[src/rtl/button_pkg.sv]
// button_pkg: FSM state type and ms-to-cycles helper shared by the button debouncer
package button_pkg;
  typedef enum logic [1:0] {IDLE, PRESS_WAIT, HELD, RELEASE_WAIT} state_t;
  // Never returns less than one cycle, so very short times still give a usable counter.
  function automatic int ms_to_cycles(input longint clock_hz, input longint ms);
    longint c;
    c = clock_hz / 1000 * ms;
    return (c < 1) ? 1 : int'(c);
  endfunction
endpackage

[src/rtl/button_debouncer_sync_2ff.sv]
// sync_2ff: two-flop synchroniser for one asynchronous bit
// Ports: clk, reset (sync, active-high, clears to 0), d (async in), q (synchronised out)
module sync_2ff (
  input  logic clk,
  input  logic reset,
  input  logic d,
  output logic q
);
  logic m;
  always_ff @(posedge clk) begin
    if (reset) begin
      m <= 1'b0;
      q <= 1'b0;
    end else begin
      m <= d;
      q <= m;
    end
  end
endmodule

[src/rtl/button_debouncer.sv]
// button_debouncer: turns a bouncy push-button into a clean level, press/release/short/long strobes and a 2-bit mode
// Ports: clk, reset (sync, active-high), btn_in (raw async, 1 = pressed),
//        btn_level (debounced level), press_pulse, release_pulse, short_pulse, long_pulse (1-cycle strobes),
//        mode (advances on every short press, wraps 3 -> 0)
module button_debouncer #(
  parameter int CLOCK_SPEED   = 100_000_000,
  parameter int DEBOUNCE_MS   = 10,
  parameter int LONG_PRESS_MS = 1000
) (
  input  logic       clk,
  input  logic       reset,
  input  logic       btn_in,
  output logic       btn_level,
  output logic       press_pulse,
  output logic       release_pulse,
  output logic       short_pulse,
  output logic       long_pulse,
  output logic [1:0] mode
);
  import button_pkg::*;
  localparam int DEB  = ms_to_cycles(CLOCK_SPEED, DEBOUNCE_MS);
  localparam int LONG = ms_to_cycles(CLOCK_SPEED, LONG_PRESS_MS);
  localparam int DW   = $clog2(DEB + 1);
  localparam int HW   = $clog2(LONG + 1);
  logic btn_s;
  state_t state, state_n;
  logic [DW-1:0] deb_cnt, deb_n;
  logic [HW-1:0] hold_cnt, hold_n, hold_inc;
  logic long_done, done_n, level_n, press_n, release_n, short_n, long_n;
  logic [1:0] mode_n;
  sync_2ff u_sync (
    .clk   (clk),
    .reset (reset),
    .d     (btn_in),
    .q     (btn_s)
  );
  always_ff @(posedge clk) begin
    if (reset) begin
      state         <= IDLE;
      deb_cnt       <= '0;
      hold_cnt      <= '0;
      long_done     <= 1'b0;
      mode          <= 2'd0;
      btn_level     <= 1'b0;
      press_pulse   <= 1'b0;
      release_pulse <= 1'b0;
      short_pulse   <= 1'b0;
      long_pulse    <= 1'b0;
    end else begin
      state         <= state_n;
      deb_cnt       <= deb_n;
      hold_cnt      <= hold_n;
      long_done     <= done_n;
      mode          <= mode_n;
      btn_level     <= level_n;
      press_pulse   <= press_n;
      release_pulse <= release_n;
      short_pulse   <= short_n;
      long_pulse    <= long_n;
    end
  end
  // The debounce counter holds the number of consecutive samples already seen at the new level;
  // the transition is taken on the sample after it reaches DEB, giving 2+DEB edges of latency.
  always_comb begin
    state_n   = state;
    deb_n     = deb_cnt;
    hold_n    = hold_cnt;
    done_n    = long_done;
    mode_n    = mode;
    level_n   = btn_level;
    press_n   = 1'b0;
    release_n = 1'b0;
    short_n   = 1'b0;
    long_n    = 1'b0;
    hold_inc  = (hold_cnt == HW'(LONG)) ? hold_cnt : hold_cnt + 1'b1;
    case (state)
      IDLE: begin
        if (btn_s) begin
          state_n = PRESS_WAIT;
          deb_n   = DW'(1);
        end
      end
      PRESS_WAIT: begin
        if (!btn_s) state_n = IDLE;
        else if (deb_cnt == DW'(DEB)) begin
          state_n = HELD;
          press_n = 1'b1;
          level_n = 1'b1;
          hold_n  = '0;
          done_n  = 1'b0;
        end else deb_n = deb_cnt + 1'b1;
      end
      HELD: begin
        hold_n = hold_inc;
        if (hold_inc == HW'(LONG) && !long_done) begin
          long_n = 1'b1;
          done_n = 1'b1;
        end
        if (!btn_s) begin
          state_n = RELEASE_WAIT;
          deb_n   = DW'(1);
        end
      end
      RELEASE_WAIT: begin
        // A bounce back to pressed resumes HELD with the hold time and long flag intact.
        if (btn_s) state_n = HELD;
        else if (deb_cnt == DW'(DEB)) begin
          state_n   = IDLE;
          release_n = 1'b1;
          level_n   = 1'b0;
          short_n   = !long_done;
          mode_n    = long_done ? mode : mode + 1'b1;
        end else deb_n = deb_cnt + 1'b1;
      end
      default: state_n = IDLE;
    endcase
  end
endmodule

[config.mk]
export PLATFORM = sky130hd
export DESIGN_NAME = button_debouncer
export DESIGN_NICKNAME = d
export VERILOG_FILES = /design/src/rtl/button_pkg.sv /design/src/rtl/button_debouncer_sync_2ff.sv /design/src/rtl/button_debouncer.sv
export SDC_FILE = /design/constraint.sdc
export NUM_CORES = 1
export LEC_CHECK = 0
export CORE_ASPECT_RATIO = 1.4
export CORE_UTILIZATION = 45
export DETAILED_ROUTE_END_ITERATION = 8
export DONT_BUFFER_PORTS = 1
export GPL_TIMING_DRIVEN = 1
export SLEW_MARGIN = 25
export SYNTH_ARGS = -nofsm -noshare
export SYNTH_HDL_FRONTEND = slang
export SYNTH_HIERARCHICAL = 1
export SYNTH_SLANG_ARGS = --single-unit
[constraint.sdc]
create_clock -name clk -period 2.3 [get_ports clk]
set_input_delay 0.46 -clock clk [delete_from_list [all_inputs] [get_ports clk]]
set_output_delay 0.46 -clock clk [all_outputs]
set_load 0.03 [all_outputs]
==> results of run 1 <==
-- layout by cell type (no fill, tap or decap), drive strengths merged, types with 3 or more instances in the layout --
cell / synthesis / routed
xnor2: 12 / 12
a31oi: 6 / 6
a22oi: 3 / 3
nor4: 7 / 7
or3: 15 / 15
a21oi: 32 / 32
nand4b: 3 / 3
and2: 6 / 6
or4: 5 / 5
a211oi: 6 / 6
nand3: 15 / 15
nand2: 31 / 31
a311oi: 8 / 8
nand4: 17 / 17
clkinv: 0 / 4
nor2b: 6 / 6
xor2: 10 / 10
buf: 6 / 72
o21ai: 27 / 27
dfxtp: 59 / 59
nor2: 50 / 50
nor3: 21 / 21
and3: 7 / 7
nand2b: 4 / 4
clkbuf: 19 / 10
inv: 13 / 13
ha: 4 / 4
and4: 4 / 4
-- synth_stat cells (all sizes together), types with 4 or more instances --
cell type  count
a211oi         6
inv           13
and2           6
xor2          10
xnor2         12
or3           15
nand3         15
a311oi         8
a21oi         32
nand4         17
nor3          21
and3           7
and4           4
nor2          50
nand2b         4
ha             4
buf            6
a31oi          6
o21ai         27
dfxtp         59
or4            5
nor2b          6
clkbuf        19
nand2         31
nor4           7
-- path summary, 6_finish.rpt --
kind | cells past startpoint | endpoint | start | slack (ps)
max reg2reg | 7 | long_done$_SDFFE_PP0P_ | hold_cnt[0]$_SDFFE_PP0P_ | -40
min | 1 | u_sync/m$_SDFF_PP0_ | reset | 170
min reg2reg | 1 | u_sync/q$_SDFF_PP0_ | u_sync/m$_SDFF_PP0_ | 460
max | 7 | long_done$_SDFFE_PP0P_ | hold_cnt[0]$_SDFFE_PP0P_ | -40
-- power breakdown --
| group | switching, W | total (W) | internal [W] | leakage [nW] |
|---|---|---|---|---|
| registers | 0.00000800 | 0.00103 | 0.00102 | 0.480 |
| clock network | 0.000459 | 0.000849 | 0.000390 | 0.0822 |
| logic | 0.0000162 | 0.0000289 | 0.0000127 | 0.903 |
| total | 0.000483 | 0.00191 | 0.00143 | 1.46 |
-- cells by family (layout without fill, tap and decap cells) --
| family | Yosys count | count (layout) | synth area share |
|---|---|---|---|
| AND/OR/NAND/NOR | 202 | 202 | 0.335 |
| multiplexers | 2 | 2 | 0.00611 |
| AO/OA/AOI/OAI | 94 | 94 | 0.176 |
| adder cells (fa/ha/maj) | 4 | 4 | 0.0153 |
| buffers and inverters | 38 | 101 | 0.0481 |
| XOR/XNOR | 22 | 22 | 0.0588 |
| flip-flops | 59 | 59 | 0.361 |
-- worst register-to-register path, cell delays in order (launching register included) --
cell	delay (ps)
dfxtp_4	380
buf_6	100
nand4_1	140
or4_4	580
or3_4	380
o31ai_4	210
nand4_1	200
a211oi_2	260
-- final cells by class --
cell class / count / area [µm²]
Timing Repair Buffer: 72 / 556
Clock inverter: 6 / 42.5
Clock buffer: 10 / 128
Fill cell: 665 / 2790
Tap cell: 95 / 119
Inverter: 13 / 48.8
Multi-Input combinational cell: 324 / 2110
Sequential cell: 59 / 1190
-- layer usage --
layer,wire (µm),vias up
met5,0,-
met4,264,0
met3,370,29
met2,5020,73
met1,3620,1598
li1,-,1648
-- what timing repair did --
action / in CTS / in global routing
setup endpoints to repair: 27 / 31
pin swaps: 4 / 19
resized for setup: 23 / 32
buffers inserted: 5 / 5
-- stage by stage --
step / hold slack, ps / instance area, µm²
floorplan: 414 / 3280
global placement: 418 / 3760
detailed placement: 435 / 3760
CTS: 157 / 4060
global route: 153 / 4190
finish: 169 / 4190
-- registers in the layout, summed over array words and instances, names as in the netlist, named ones only --
register,flops
long_done,1
u_sync/m,1
state,1
btn_level,1
press_pulse,1
hold_cnt,27
u_sync/q,1
long_pulse,1
deb_cnt,20
short_pulse,1
mode,2
release_pulse,1
==> out/qor.txt, run 1 <==
Outcome: finished with violations
Failing checks: negative setup slack
Dpl cells: 554
Synth Register Bits: 59
Total gr overflow: 0
Initial Utilization: 0.469
Post-Place Worst Slack: -366 ps
WS Path Type: reg2reg
Antenna Nets Post-Route: 0
Die footprint: 0.00763 mm²
Clock Tree Buf Depth: 2
Met3 Use GR: 0.0547
Synth cell types: 53
Hold Vio Cnt, Final: 0
Critical path data required time: 2580 ps
H-tree Lvls: 3
Final Critical Period: 2340 ps
Slowest-stage cell, CP: or4_4
Non-Filler Instances: 579
GR peak layer: met2
Met2 usage: 0.466
Met1 Use GR: 0.275
Post-synth EDFFs: 0
Critical Path End Type: flop
Die height: 103 µm
Final worst slack: -37.2 ps
RSZ-0062 raised after global routing: yes
Largest net degree at the start of global routing: 43
CP Max Fanout: 6
Static leakage: 1.46 nW
CTS tree: built
Gpl congestion: 0.903
Hold Buf Count CTS: 0
Setup TNS Final: -148 ps
I/O pin count: 10
Area added between synthesis and finish: 28.0%
Worst Path Buf+Inv: 1
DRC: 0
Initial DRC count: 236
Clock transition at the registers of the reported paths: 80 ps
Total nets after synthesis: 428
Number of global-route vias before repair: 3186
Crit path largest cell delay: 580 ps
Gr usage total: 0.254
Arr. time, crit path: 2610 ps
First-pass GRT wire length: 14700 µm
Final setup fails: 9
Tot Pwr: 0.00191 W
Cell family with most CP delay: simple AND/OR/NAND/NOR gates
Clock root buffer: clkbuf_8
Cell type with the largest total area after synthesis: dfxtp_1
Mean post-synth cell area: 7.78 µm²
CTS buffer count: 9
Synthesis Warnings: 6
Sinks on Clock Net: 59
Nets: 486
Pre-antenna DRT Iters: 4
Register area share after synthesis: 0.361
Layout cells sized above 1: 0.271
Max-slew violation count: 0
# rows: 36
Die Wd: 74.1 µm
Antenna fix cells: 0
Worst vdd ir: 0.493 mV
MaxCap Viol Count: 0
DRT Wirelength: 9270 µm
Fin crit share: 1.02
Pwr per Cell Area: 456 mW/mm²
Critical path's most frequent cell: nand4_1
Startpoint Class: flop
Via density: 5.78
Synthesized area: 0.00328 mm²
CP Cell Sequence: buf_6, nand4_1, or4_4, or3_4, o31ai_4, nand4_1, a211oi_2
Path type of the worst min-delay path: in2reg
Slew @ Worst Pin: 549 ps
Core Util, Final: 0.601
Synth area leaders: dfxtp_1 (36%), nor2_1 (5.7%), a21oi_1 (4.9%)
Port bufs: 0
Final HPWL DP: 6500 µm
Async S/R FF share, synth: 0
Syn Inst Count: 421
FMAX: 428 MHz
Vias: 3348
Synth Flop Type: dfxtp_1
Share of the synthesized area in the top cell type: 0.361
Slew HR: 0.629
Initial antenna violation count: 0
CORE AREA: 0.00698 mm²
WL per Instance: 16.0 µm
Clock latency on the worst-skew pair: 350 ps
Worst Skew: 12.1 ps
Note: power is estimated with default switching activity, not from simulation.
==> run 2: changes to the inputs <==
CTS_CLUSTER_SIZE = 16   (was unset)
SETUP_SLACK_MARGIN = 0.2   (was unset)
==> out/qor.txt, run 2 (synthesis results as in run 1) <==
Final setup fails: 0 (was 9)
Worst Skew: 14.3 ps (was 12.1 ps)
Most flops, register: hold_cnt (unchanged)
Worst hold margin: 167 ps (was 169 ps)
DRC: 0 (unchanged)
Most common cell after layout, fill and taps aside: buf_4 (unchanged)
CP Cell Sequence: or4_4, or4_4, nor3_4, a31oi_1, buf_4, a21o_1, a21oi_1, nor2_1 (was buf_6, nand4_1, or4_4, or3_4, o31ai_4, nand4_1, a211oi_2)
Initial Utilization: 0.469 (unchanged)
Largest net degree at the start of global routing: 43 (unchanged)
Pwr per Cell Area: 487 mW/mm² (was 456 mW/mm²)
Pre-antenna DRT Iters: 5 (was 4)
Dpl cells: 562 (was 554)
Die height: 103 µm (unchanged)
WL per Instance: 15.6 µm (was 16.0 µm)
Port bufs: 0 (unchanged)
Number of global-route vias before repair: 3155 (was 3186)
Fin area: 0.00441 mm² (was 0.00419 mm²)
Path type of the worst min-delay path: in2reg (unchanged)
Fillcell total: 608 (was 665)
Crit path largest cell delay: 510 ps (was 580 ps)
Final HPWL DP: 6440 µm (was 6500 µm)
Antenna fix cells: 0 (unchanged)
Hold Vio Cnt, Final: 0 (unchanged)
Nets: 499 (was 486)
Tot Pwr: 0.00214 W (was 0.00191 W)
Area added between synthesis and finish: 34.5% (was 28.0%)
WS Path Type: reg2reg (unchanged)
Hold Buf Count CTS: 0 (unchanged)
CTS buffer count: 9 (unchanged)
CORE AREA: 0.00698 mm² (unchanged)
Gpl congestion: 0.933 (was 0.903)
I/O pin count: 10 (unchanged)
Initial DRC count: 209 (was 236)
Clock transition at the registers of the reported paths: 80 ps (about the same)
CTS tree: built (unchanged)
DRT Wirelength: 9230 µm (was 9270 µm)
Clock latency on the worst-skew pair: 350 ps (about the same)
RSZ-0062 raised after global routing: yes (unchanged)
Critical Path End Type: flop (unchanged)
Worst hold stages: 1 (unchanged)
Placement Cell Area: 0.00384 mm² (was 0.00376 mm²)
Largest registers: hold_cnt: 27 flops, deb_cnt: 20 flops, mode: 2 flops (unchanged)
Clock Tree Buf Depth: 2 (unchanged)
Via density: 5.69 (was 5.78)
Fin crit share: 0.988 (was 1.02)
Non-Filler Instances: 592 (was 579)
Gr usage total: 0.259 (was 0.254)
Most frequent cells in the layout: buf_4 (78), nor2_1 (48), dfxtp_1 (45), a21oi_1 (30), nand2_1 (27) (was buf_4 (68), dfxtp_1 (52), nor2_1 (48), nand2_1 (30), a21oi_1 (30))
Slew @ Worst Pin: 578 ps (was 549 ps)
Critical path data required time: 2550 ps (was 2580 ps)
Worst R2R Path Depth: 8 (was 7)
Vias: 3367 (was 3348)
# rows: 36 (unchanged)
Arr. time, crit path: 2520 ps (was 2610 ps)
First-pass GRT wire length: 14800 µm (was 14700 µm)
Antenna Nets Post-Route: 0 (unchanged)
Die Wd: 74.1 µm (unchanged)
Initial antenna violation count: 0 (unchanged)
Static leakage: 1.59 nW (was 1.46 nW)
Slew HR: 0.615 (was 0.629)
Layout cells sized above 1: 0.316 (was 0.271)
Total gr overflow: 0 (unchanged)
Slowest-stage cell, CP: or4_4 (unchanged)
Die footprint: 0.00763 mm² (unchanged)
Critical path's most frequent cell: or4_4 (was nand4_1)
Sinks on Clock Net: 59 (unchanged)
FMAX: 440 MHz (was 428 MHz)
Final Critical Period: 2270 ps (was 2340 ps)
Max reg flops: 27 (unchanged)
Clock root buffer: clkbuf_8 (unchanged)
H-tree Lvls: 3 (unchanged)
Max-slew violation count: 0 (unchanged)
MaxCap Viol Count: 0 (unchanged)
CP Max Fanout: 13 (was 6)
Startpoint Class: flop (unchanged)
Worst vdd ir: 0.360 mV (was 0.493 mV)
Outcome: finished, final reports clean (was finished with violations)
run 2: cell types whose count changed in the layout (fill, tap and decap cells not counted), sizes merged:
cell | previous run | this run
buf | 72 | 85
inv | 13 | 14
bufinv | 0 | 2
clkinv | 4 | 2
clkbuf | 10 | 9
run 2: repair_timing:
action | CTS | global route
setup endpoints to repair | 36 | 55
buffers inserted | 7 | 7
gates resized for setup | 34 | 27
cloned | 0 | 0
pin swaps | 15 | 14
run 2: final timing paths:
path / end / slack (ps) / startpoint
max: hold_cnt[26]$_SDFFE_PP0P_ / 30 / deb_cnt[10]$_SDFFE_PP0P_
min: deb_cnt[0]$_SDFFE_PP0P_ / 170 / reset
max reg2reg: hold_cnt[26]$_SDFFE_PP0P_ / 30 / deb_cnt[10]$_SDFFE_PP0P_
min reg2reg: u_sync/q$_SDFF_PP0_ / 450 / u_sync/m$_SDFF_PP0_
run 2: layout make-up:
class | instances | area (µm²) | share of cell area
clock buffer | 9 | 124 | 0.0281
sequential | 59 | 1200 | 0.273
multi-input combinational | 324 | 2140 | 0.487
clock inverter | 7 | 101 | 0.0230
tap | 95 | 119 | 0.0270
timing repair buffer | 85 | 664 | 0.151
inverter | 13 | 48.8 | 0.0111
run 2: worst max-delay path: cells and delay by family, from the launching register on:
kind / cells / cell delay (ps)
AOI/OAI and AO/OA: 3 / 400
buffers and inverters: 1 / 210
and+or+nand+nor: 4 / 1210
DFF: 1 / 360
run 2: metal layers:
| layer | share of wire | track usage | routed length, µm | up-vias |
|---|---|---|---|---|
| met5 | 0 | 0 | 0 | - |
| met4 | 0.038 | 0.155 | 352 | 0 |
| met3 | 0.038 | 0.0450 | 354 | 25 |
| met2 | 0.53 | 0.459 | 4880 | 95 |
| met1 | 0.40 | 0.281 | 3650 | 1574 |
| li1 | - | - | - | 1673 |
run 2: power breakdown:
group	internal [W]	switching, W
Combinational	0.0000120	0.0000162
Sequential	0.00102	0.00000796
Clock	0.000616	0.000469
Total	0.00165	0.000493
run 2: metrics by stage:
stage,util,TNS (ps),worst slack [ps]
after floorplan,-,0,135
after global placement,0.551,-108,-51.0
after detailed placement,0.551,-181,-88.1
after CTS,0.607,0,49.3
after global routing,0.631,-168,-65.3
final,0.631,0,26.9
